--- src/rtl/instr_encoder_loader_pkg.sv ---
// Shared definitions for the instruction encoder/loader: class and extension
// nibbles, loader states and the decoded-field bundle.
package instr_encoder_loader_pkg;

    localparam logic [3:0] CLS_RTYPE   = 4'b0000;
    localparam logic [3:0] CLS_SPECIAL = 4'b0100;
    localparam logic [3:0] CLS_SHIFT   = 4'b1000;
    localparam logic [3:0] CLS_BCOND   = 4'b1100;

    localparam logic [3:0] EXT_LOAD = 4'b0000;
    localparam logic [3:0] EXT_STOR = 4'b0100;
    localparam logic [3:0] EXT_JAL  = 4'b1000;
    localparam logic [3:0] EXT_LSH  = 4'b0100;

    typedef enum logic [2:0] {
        ST_IDLE  = 3'd0,
        ST_LOAD  = 3'd1,
        ST_DRAIN = 3'd2,
        ST_DONE  = 3'd3,
        ST_FULL  = 3'd4
    } state_t;

    typedef struct packed {
        logic [7:0] op;
        logic [3:0] rega;
        logic [3:0] regb;
        logic [7:0] imm;
        logic [3:0] flag;
    } fields_t;

    // A shift immediate fits when its upper nibble is the sign extension of bit 3.
    function automatic logic imm_fits_nibble(input logic [7:0] imm);
        return imm[7:4] == {4{imm[3]}};
    endfunction

endpackage

--- src/rtl/instr_encoder_loader_if.sv ---
// Field-bundle handshake and memory write port of the instruction loader.
interface instr_encoder_loader_if #(parameter int ADDR_W = 16);

    logic              in_valid;
    logic              in_ready;
    logic              in_last;
    logic [7:0]        in_op;
    logic [3:0]        in_rega;
    logic [3:0]        in_regb;
    logic [7:0]        in_imm;
    logic [3:0]        in_flag;
    logic              mem_we;
    logic [ADDR_W-1:0] mem_addr;
    logic [15:0]       mem_wdata;

    modport master (
        output in_valid, in_last, in_op, in_rega, in_regb, in_imm, in_flag,
        input  in_ready, mem_we, mem_addr, mem_wdata
    );

    modport slave (
        input  in_valid, in_last, in_op, in_rega, in_regb, in_imm, in_flag,
        output in_ready, mem_we, mem_addr, mem_wdata
    );

endinterface

--- src/rtl/instr_encoder_loader_pack.sv ---
// instr_pack: combinational field-to-word packer, the single home of the
// encoding table, plus a flag for shift immediates that do not fit 4 bits.
module instr_pack
    import instr_encoder_loader_pkg::*;
(
    input  fields_t     fields,
    output logic [15:0] word,
    output logic        imm_trunc
);

    logic [3:0] cls_s;
    logic [3:0] ext_s;

    assign cls_s = fields.op[7:4];
    assign ext_s = fields.op[3:0];

    // Any class with a nonzero low bit pair is an immediate format.
    always_comb begin
        word      = 16'h0000;
        imm_trunc = 1'b0;
        if (cls_s[1] | cls_s[0]) begin
            word = {cls_s, fields.regb, fields.imm};
        end else begin
            case (cls_s)
                CLS_RTYPE: begin
                    word = {CLS_RTYPE, fields.regb, ext_s, fields.rega};
                end
                CLS_SPECIAL: begin
                    case (ext_s)
                        EXT_LOAD, EXT_STOR, EXT_JAL:
                            word = {CLS_SPECIAL, fields.regb, ext_s, fields.rega};
                        default:
                            word = {CLS_SPECIAL, fields.flag, ext_s, fields.rega};
                    endcase
                end
                CLS_SHIFT: begin
                    if (ext_s == EXT_LSH) begin
                        word = {CLS_SHIFT, fields.regb, ext_s, fields.rega};
                    end else begin
                        word      = {CLS_SHIFT, fields.regb, ext_s, fields.imm[3:0]};
                        imm_trunc = !imm_fits_nibble(fields.imm);
                    end
                end
                CLS_BCOND: begin
                    word = {CLS_BCOND, fields.flag, fields.imm};
                end
                default: begin
                    word = 16'h0000;
                end
            endcase
        end
    end

endmodule

--- src/rtl/instr_encoder_loader.sv ---
// Packs decoded instruction fields and streams them into instruction memory
// at an auto-incrementing address. Optional XOR checksum: INSTR_ENC_CHECKSUM_EN.
module instr_encoder_loader
    import instr_encoder_loader_pkg::*;
#(
    parameter int ADDR_W = 16,
    parameter int DEPTH  = 1024
) (
    input  logic                  clk,
    input  logic                  reset,
    input  logic                  start,
    input  logic [ADDR_W-1:0]     base_addr,
    instr_encoder_loader_if.slave bus,
    output logic [ADDR_W-1:0]     count,
    output logic                  busy,
    output logic                  done,
    output logic                  full,
    output logic                  err
`ifdef INSTR_ENC_CHECKSUM_EN
    ,
    output logic [15:0]           checksum
`endif
);

    // One spare bit so a session of exactly 2^ADDR_W words is representable.
    localparam int CW = ADDR_W + 1;
    localparam logic [CW-1:0] DEPTH_C = CW'(DEPTH);

    state_t            state_r;
    state_t            state_nx;
    logic [CW-1:0]     count_r;
    logic [CW-1:0]     occupied_s;
    logic [ADDR_W-1:0] addr_r;
    logic [ADDR_W-1:0] mem_addr_r;
    logic [15:0]       mem_wdata_r;
    logic [15:0]       word_s;
    logic              mem_we_r;
    logic              done_r;
    logic              full_r;
    logic              err_r;
    logic              imm_trunc_s;
    logic              accept_s;
    logic              in_ready_s;
    logic              busy_s;
    logic              last_slot_s;
    fields_t           fields_s;

    assign fields_s = '{op:   bus.in_op,
                        rega: bus.in_rega,
                        regb: bus.in_regb,
                        imm:  bus.in_imm,
                        flag: bus.in_flag};

    instr_pack u_pack (
        .fields    (fields_s),
        .word      (word_s),
        .imm_trunc (imm_trunc_s)
    );

    // The word being written this cycle is not yet counted but holds a slot.
    assign occupied_s  = count_r + CW'(mem_we_r);
    assign last_slot_s = (occupied_s + CW'(1)) == DEPTH_C;

    // State register.
    always_ff @(posedge clk) begin
        if (!reset) begin
            state_r <= ST_IDLE;
        end else begin
            state_r <= state_nx;
        end
    end

    // Next-state logic; start wins over everything else.
    always_comb begin
        state_nx = state_r;
        if (start) begin
            state_nx = ST_LOAD;
        end else begin
            case (state_r)
                ST_IDLE:  state_nx = ST_IDLE;
                ST_LOAD: begin
                    if (accept_s && bus.in_last) begin
                        state_nx = ST_DRAIN;
                    end else if (accept_s && last_slot_s) begin
                        state_nx = ST_FULL;
                    end else begin
                        state_nx = ST_LOAD;
                    end
                end
                ST_DRAIN: begin
                    if (mem_we_r) begin
                        state_nx = ST_DONE;
                    end else begin
                        state_nx = ST_DRAIN;
                    end
                end
                ST_DONE:  state_nx = ST_DONE;
                ST_FULL:  state_nx = ST_FULL;
                default:  state_nx = ST_IDLE;
            endcase
        end
    end

    // State-decoded handshake and status.
    always_comb begin
        in_ready_s = (state_r == ST_LOAD) && (occupied_s < DEPTH_C);
        busy_s     = (state_r == ST_LOAD) || (state_r == ST_DRAIN);
        accept_s   = bus.in_valid && in_ready_s && !start;
    end

    // Write stage, address/count bookkeeping and sticky status flags.
    always_ff @(posedge clk) begin
        if (!reset) begin
            addr_r      <= '0;
            count_r     <= '0;
            mem_we_r    <= 1'b0;
            mem_addr_r  <= '0;
            mem_wdata_r <= 16'h0000;
            done_r      <= 1'b0;
            full_r      <= 1'b0;
            err_r       <= 1'b0;
        end else if (start) begin
            addr_r   <= base_addr;
            count_r  <= '0;
            mem_we_r <= 1'b0;
            done_r   <= 1'b0;
            full_r   <= 1'b0;
            err_r    <= 1'b0;
        end else begin
            if (mem_we_r) begin
                count_r <= count_r + CW'(1);
            end
            mem_we_r <= accept_s;
            if (accept_s) begin
                mem_addr_r  <= addr_r;
                mem_wdata_r <= word_s;
                addr_r      <= addr_r + ADDR_W'(1);
                if (imm_trunc_s) begin
                    err_r <= 1'b1;
                end
            end
            if ((state_r == ST_DRAIN) && mem_we_r) begin
                done_r <= 1'b1;
            end
            if ((state_r == ST_FULL) && mem_we_r) begin
                full_r <= 1'b1;
            end
        end
    end

`ifdef INSTR_ENC_CHECKSUM_EN
    logic [15:0] checksum_r;

    // Running XOR, advanced with the word so it moves together with mem_we.
    always_ff @(posedge clk) begin
        if (!reset) begin
            checksum_r <= 16'h0000;
        end else if (start) begin
            checksum_r <= 16'h0000;
        end else if (accept_s) begin
            checksum_r <= checksum_r ^ word_s;
        end else begin
            checksum_r <= checksum_r;
        end
    end

    assign checksum = checksum_r;
`endif

    assign bus.in_ready  = in_ready_s;
    assign bus.mem_we    = mem_we_r;
    assign bus.mem_addr  = mem_addr_r;
    assign bus.mem_wdata = mem_wdata_r;
    assign count         = count_r[ADDR_W-1:0];
    assign busy          = busy_s;
    assign done          = done_r;
    assign full          = full_r;
    assign err           = err_r;

endmodule
--- src/flat_wrapper.sv ---
// flat-port wrapper written by rule: the top's interface ports become plain ports
module instr_encoder_loader_flat import instr_encoder_loader_pkg::*;
#(
    parameter int ADDR_W = 16,
    parameter int DEPTH  = 1024
)
  (clk, reset, start, base_addr, count, busy, done, full, err, bus_in_valid, bus_in_last, bus_in_op, bus_in_rega, bus_in_regb, bus_in_imm, bus_in_flag, bus_in_ready, bus_mem_we, bus_mem_addr, bus_mem_wdata);
  instr_encoder_loader_if #(.ADDR_W(ADDR_W)) bus_i ();
  input  logic clk;
  input  logic reset;
  input  logic start;
  input  logic [ADDR_W-1:0] base_addr;
  output logic [ADDR_W-1:0] count;
  output logic busy;
  output logic done;
  output logic full;
  output logic err;
  input wire logic [$bits(bus_i.in_valid)-1:0] bus_in_valid;
  input wire logic [$bits(bus_i.in_last)-1:0] bus_in_last;
  input wire logic [$bits(bus_i.in_op)-1:0] bus_in_op;
  input wire logic [$bits(bus_i.in_rega)-1:0] bus_in_rega;
  input wire logic [$bits(bus_i.in_regb)-1:0] bus_in_regb;
  input wire logic [$bits(bus_i.in_imm)-1:0] bus_in_imm;
  input wire logic [$bits(bus_i.in_flag)-1:0] bus_in_flag;
  output wire logic [$bits(bus_i.in_ready)-1:0] bus_in_ready;
  output wire logic [$bits(bus_i.mem_we)-1:0] bus_mem_we;
  output wire logic [$bits(bus_i.mem_addr)-1:0] bus_mem_addr;
  output wire logic [$bits(bus_i.mem_wdata)-1:0] bus_mem_wdata;
  assign bus_i.in_valid = bus_in_valid;
  assign bus_i.in_last = bus_in_last;
  assign bus_i.in_op = bus_in_op;
  assign bus_i.in_rega = bus_in_rega;
  assign bus_i.in_regb = bus_in_regb;
  assign bus_i.in_imm = bus_in_imm;
  assign bus_i.in_flag = bus_in_flag;
  assign bus_in_ready = bus_i.in_ready;
  assign bus_mem_we = bus_i.mem_we;
  assign bus_mem_addr = bus_i.mem_addr;
  assign bus_mem_wdata = bus_i.mem_wdata;
  instr_encoder_loader #(.ADDR_W(ADDR_W), .DEPTH(DEPTH)) u_core (.clk(clk), .reset(reset), .start(start), .base_addr(base_addr), .bus(bus_i), .count(count), .busy(busy), .done(done), .full(full), .err(err));
endmodule
--- config.mk ---
export PLATFORM = sky130hd
export DESIGN_NAME = instr_encoder_loader_flat
export DESIGN_NICKNAME = d
export VERILOG_FILES = /design/src/rtl/instr_encoder_loader_pkg.sv /design/src/rtl/instr_encoder_loader_if.sv /design/src/rtl/instr_encoder_loader_pack.sv /design/src/rtl/instr_encoder_loader.sv /design/src/flat_wrapper.sv
export SDC_FILE = /design/constraint.sdc
export NUM_CORES = 1
export LEC_CHECK = 0
export ABC_CLOCK_PERIOD_IN_PS = 2400
export CORE_MARGIN = 8
export CORE_UTILIZATION = 41
export CTS_CLUSTER_DIAMETER = 50
export CTS_CLUSTER_SIZE = 30
export DETAILED_ROUTE_END_ITERATION = 8
export GPL_TIMING_DRIVEN = 0
export HOLD_SLACK_MARGIN = 0.02
export PLACE_DENSITY_LB_ADDON = 0.25
export SLEW_MARGIN = 20
export SYNTH_ARGS = -nofsm -noshare
export SYNTH_HDL_FRONTEND = slang
export SYNTH_HIERARCHICAL = 1
export SYNTH_SLANG_ARGS = --single-unit
--- constraint.sdc ---
create_clock -name clk -period 2.4 [get_ports clk]
set_clock_uncertainty 0.05 [all_clocks]
set_input_delay 0.36 -clock clk [delete_from_list [all_inputs] [get_ports clk]]
set_output_delay 0.36 -clock clk [all_outputs]
set_load 0.02 [all_outputs]
# After elaboration in Yosys (flattened, before gate mapping)
# Index checks and enable logic that the tools add are counted.
[totals]
ff_bits = 72
elab_cells = 60
output_inout_bits = 54
[op_classes]
order_cmp = 1
bitwise_logic = 3
muxes = 14
add_sub_neg = 4
eq_ne = 11
n_reduce_logical = 17
[op_table]
columns = ["operator", "count"]
rows = [
  ["one-hot mux 16 bit (4 select lines)", 1],
  ["two-way mux 16 bit", 3],
  ["adder 17 x 1 -> 17 bit, second input constant", 2],
  ["adder 17 x 1 -> 17 bit", 1],
  ["== test 17 x 11 -> 1 bit, second input constant", 1],
  ["< comparator 17 x 11 -> 1 bit, second input constant", 1],
  ["adder 16 x 1 -> 16 bit, second input constant", 1],
  ["== test 4 bit, second input constant", 3],
  ["two-way mux 12 bit", 1],
  ["one-hot mux 3 bit (4 select lines)", 1],
  ["== test 4 x 3 -> 1 bit, second input constant", 2],
  ["zero test 4 bit", 2],
  ["logical AND 1 bit", 7],
  ["== test 3 x 2 -> 1 bit, second input constant", 2],
  ["two-way mux 3 bit", 2],
  ["two-way mux 1 bit", 5],
  ["== test 4 bit", 1],
  ["two-way mux 4 bit", 1],
  ["AND reduction 2 bit", 2],
  ["== test 3 x 1 -> 1 bit, second input constant", 1],
  ["== test 3 bit, second input constant", 1],
  ["OR reduction 3 bit", 1],
  ["zero test 1 bit", 2],
  ["inverter 1 bit", 2],
  ["4 further kinds", 4],
]

# Depth between registers and ports, before layout
[logic_depth]
word_depth = 10
depth_mapped = 10
mapped_depth_nobuf = 8

# Hierarchy
# The synthesis kept the hierarchy.
[modules_own_cells]
columns = ["mod", "cells_per_inst", "n_inst", "area_per_inst_um2"]
rows = [
  ["instr_encoder_loader", 459, 1, 3677.3],
  ["instr_pack", 39, 1, 334.1],
]

# Least setup slack after synthesis
# No wires, ideal clock.
[synth_timing]
kind = "register -> output"
startpoint = "register u_core.mem_we_r, in the netlist u_core/bus.mem_we"
endpoint = "output port bus_in_ready"
path_stages_with_launch = 9
required_time_ns = 1.990
arrival_time_ns = 2.426
path_slack_ns = -0.436
cell_sequence = "dfxtp_1 ha_1 ha_1 inv_1 or4_4 nor4_4 o211a_1 clkbuf_1 and2_1"
[synth_between]
elab_chain_len = 3
[synth_lines]
columns = ["item", "line_no", "text"]
rows = [
  ["from (decl)", "instr_encoder_loader.sv:37", "logic mem_we_r;"],
  ["from (signal assigned)", "instr_encoder_loader.sv:133", "mem_we_r <= accept_s;"],
  ["adder 17 x 1 -> 17 bit", "instr_encoder_loader.sv:61", "assign occupied_s = count_r + CW'(mem_we_r);"],
  ["< comparator 17 x 11 -> 1 bit", "instr_encoder_loader.sv:106", "in_ready_s = (state_r == ST_LOAD) && (occupied_s < DEPTH_C);"],
  ["logical AND 1 bit", "instr_encoder_loader.sv:106", ""],
  ["to (decl)", "flat_wrapper.sv:25", "output wire logic [$bits(bus_i.in_ready)-1:0] bus_in_ready;"],
]
# No other way between the ends.

# Worst setup path after layout
[layout_timing]
startpoint = "register u_core.count_r[12]"
endpoint = "output port bus_in_ready"
[layout_between]
elab_chain_len = 3
[layout_lines]
columns = ["item", "line_no", "text"]
rows = [
  ["from (decl)", "instr_encoder_loader.sv:31", "logic [CW-1:0] count_r;"],
  ["from (signal assigned)", "instr_encoder_loader.sv:131", "count_r <= count_r + CW'(1);"],
  ["adder 17 x 1 -> 17 bit", "instr_encoder_loader.sv:61", ""],
  ["< comparator 17 x 11 -> 1 bit", "instr_encoder_loader.sv:106", ""],
  ["logical AND 1 bit", "instr_encoder_loader.sv:106", ""],
]
# No other way between the ends.

==> metrics.md <==
| Metric | Value |
|---|---|
| Status | `complete, but fails checks` |
| Failing checks | `negative setup slack` |
| Row count | `36` |
| Reg2reg setup slack | `-220 ps` |
| Pre-CTS setup slack | `-962.0 ps` |
| CTS Buf Count | `9` |
| Initial core utilization | `41.61%` |
| # H-tree levels | `3` |
| Slew @ Worst Pin | `roughly 630 ps` |
| Commonest non-fill, non-tap cell in the layout | `clkdlybuf4s50_1` |
| RSZ-0062 raised after global routing | `yes` |
| R2r endpoint | `u_core/bus.mem_addr[4]` |
| WHS Path Cells | `2` |
| Drt pass-1 iters | `5` |
| First-pass GRT wire length | `20.67 mm` |
| N_diodes | `0` |
| Sequential share of the synthesized area | `a little over a third` |
| Final hold vios | `0` |
| Setup TNS | `-6749 ps` |
| Final HPWL from detailed placement | `9.550 mm` |
| Pwr/cell area | `roughly 440 mW/mm^2` |
| Antenna Nets Post-Route | `0` |
| Worst slew margin | `58.04%` |
| Iter 0 DRT Violations | `346` |
| Setup violators final | `50` |
| CP Max Fanout | `4` |
| Worst Setup Start Kind | `flip-flop` |
| Vias in the first global route | `4114` |
| Post-Route WL | `13.67 mm` |
| Routability Congestion | `0.9216` |
| Share of layout cells above drive strength 1 | `about a quarter` |
| Via count | `between 4000 and 5000` |
| Syn-to-layout area delta | `52.71%` |
| Critical Path RT | `1990 ps` |
| RR Startpoint | `u_core/count_r[12]` |
| DR vias/cell | `5.667` |
| Core box area | `~0.0096 sq mm` |
| Top cell type's share of synthesized area | `between 30% and 40%` |
| Die width | `approximately 110 microns` |
| Die area | `0.01320 sq mm` |
| Initial antenna violation count | `0` |
| Largest net degree at the start of global routing | `14` |
| Post-CTS Hold Fix Bufs | `0` |
| Netlist cell types | `between 50 and 60` |
| Cells after synthesis | `between 400 and 500` |
| Origin of the worst min-delay path | `u_core/bus.mem_wdata[3]` |
| Critical-path cell list | `buf_6 > nand4_1 > or4_4 > mux2i_4 > o211a_1 > clkbuf_8 > and2_4 > buf_6` |
| Post-synth EDFFs | `0` |
| Final net count | `around 690` |
| Worst skew pair latency | `around 360 ps` |
| Ports | `103` |
| Remaining global-route overflow | `0` |
| Mapped Area | `0.004011 sq mm` |
| Yosys reg bits | `72` |
| Max Slew Vio Count | `0` |
| Fin worst setup slack | `-417.7 ps` |
| Buf+Inv Stages, Crit Path | `3` |
| Synth area leaders | `dfxtp_1, nand3_1, o21ai_0, a21oi_1, nor2_1` |
| Min-delay worst type | `reg -> reg` |
| CP Class | `reg -> out` |
| Worst Path Arrival | `2410 ps` |
| Dominant synthesized flop cell | `dfxtp_1` |
| CP Capture Type | `output port` |
| CP max stage cell | `or4_4` |
| Max rail drop VDD | `roughly 0.39 mV` |
| WL/cell | `roughly 18 microns` |
| Syn nets | `~550` |
| Dominant delay contributor by cell family on the critical path | `simple AND/OR/NAND/NOR gates` |
| All-layer global routing usage | `19.39%` |
| Max-Cap Viols | `0` |
| Top cell by count, worst path | `buf_6` |
| Worst-path clk slew | `90 ps` |
| Max Fclk | `roughly 350 MHz` |
| Post-synth top area cell | `dfxtp_1` |
| CP max stage delay | `approximately 610 ps` |
| Register-to-Register Path Depth | `12` |
| Yosys warns | `6` |
| Root buffer cell | `clkbuf_8` |
| Die H | `114.9 microns` |
| Syn Area/Cell | `roughly 8 sq um` |
| Crit path time final | `2818 ps` |
| Hold EP | `u_core/bus.mem_wdata[3]` |
| PortBufs | `100` |
| Most frequent cells in the layout | `clkdlybuf4s50_1, dfxtp_1, nand3_1, nor2_1, buf_4` |
| CTS sink cnt | `72` |
| Clock Tree Buf Depth | `2` |
| Drc violations | `0` |
| CTS tree | `yes` |
| Share of the cycle needed by the critical path after routing | `117.4%` |
| LEAKAGE | `0.002132 uW` |
| Asr flop ratio synth | `0%` |
[sequential cells by signal, summed over array words and instances, names as in the netlist, 3 cells and up]
register and flops:
u_core/addr_r 16, u_core/bus.mem_addr 16, u_core/bus.mem_wdata 16, u_core/count_r 17, u_core/state_r 3
[synth_stat cells, drive strengths merged, types with 2 or more instances]
cell type   n
and3       11
nand4      18
xnor2       9
o21ai      48
or4         4
o21a        2
clkbuf     34
a31oi      12
and4        3
mux2        8
nor2       39
o211ai      6
nor3b       7
nand3      52
nor4b       2
a311oi      6
buf        25
nand2b      2
nor4        4
a21oi      35
nor3       10
nor2b       7
or2         5
or3         3
xor2        9
o311ai      4
dfxtp      72
ha          4
mux2i       3
inv         9
nand2      19
and2        3
nand4b      4
o31ai       2
o41ai       4
[logic make-up (layout without fill, tap and decap cells)]
group | count (synthesis) | in the layout | synth area share, %
flops | 72 | 72 | 35.93
xor+xnor | 18 | 18 | 3.930
buf+inv | 69 | 215 | 8.422
compound gates | 128 | 128 | 20.21
simple gates | 196 | 196 | 26.95
mux | 11 | 11 | 3.306
fa+ha+maj | 4 | 4 | 1.248
[per-layer routing]
| metal | GRT usage, % | share of wire, % | vias up |
|---|---|---|---|
| li1 | - | - | 2092 |
| met1 | 24.77 | 43 | 2118 |
| met2 | 32.00 | 48 | 161 |
| met3 | 4.202 | 6.2 | 32 |
| met4 | 5.604 | 2.1 | 0 |
| met5 | 0 | 0 | - |
[how the worst max path moves through the flow]
stage                        from                to  slack (ps)  cells past startpoint
6_report       u_core/count_r[12]      bus_in_ready        -420                      8
2_1_floorplan   u_core/bus.mem_we  u_core/addr_r[7]        -110                      9
4_1_cts         u_core/count_r[0]      bus_in_ready        -480                      9
5_1_grt        u_core/count_r[12]      bus_in_ready        -490                      8
3_5_place_dp   u_core/count_r[10]      bus_in_ready        -960                      7
3_3_place_gp   u_core/count_r[10]      bus_in_ready        -920                      7
[through the flow]
| step | power, uW | std cells | utilization [%] | hold slack [ps] | area (sq um) |
|---|---|---|---|---|---|
| 2_1_floorplan | 1437 | 498 | - | 401.4 | 4059 |
| 3_3_place_gp | 1599 | 731 | 54.22 | 406.6 | 5226 |
| 3_5_place_dp | 1605 | 731 | 54.22 | 417.8 | 5226 |
| 4_1_cts | 2712 | 762 | 59.70 | 416.4 | 5754 |
| 5_1_grt | 2824 | 777 | 63.55 | 441.4 | 6126 |
| 6_report | 2714 | 777 | 63.55 | 423.8 | 6126 |
[worst reg2reg max path, stage by stage (launching register included)]
cell and delay [ps]:
dfxtp_2 340, buf_6 100, nand4_1 120, or4_4 610
mux2i_4 210, buf_4 140, buf_6 120, o211ai_4 190
buf_6 170, buf_8 140, buf_8 120, o21ai_1 80
a21oi_1 160
[repair_timing]
action	in CTS	in global routing
setup buffers	15	14
resized for setup	62	94
endpoints found under the setup margin	54	54
cloned	2	3
pin swaps	14	31
[cell type report]
type / count / area (sq um)
buffer: 57 / 404.1
clock buffer: 11 / 141.4
clock inverter: 5 / 86.33
fill: 842 / 3513
inverter: 10 / 37.54
multi-input combinational: 357 / 2474
sequential: 72 / 1470
tap: 133 / 166.4
timing repair buffer: 132 / 1346
[power by group]
group	leakage, uW	switching [uW]	internal [uW]
Sequential	0.000594	43.5	1220
Clock	0.000115	483	624
Combinational	0.00142	170	170
Power figures use the tool's default switching activity.
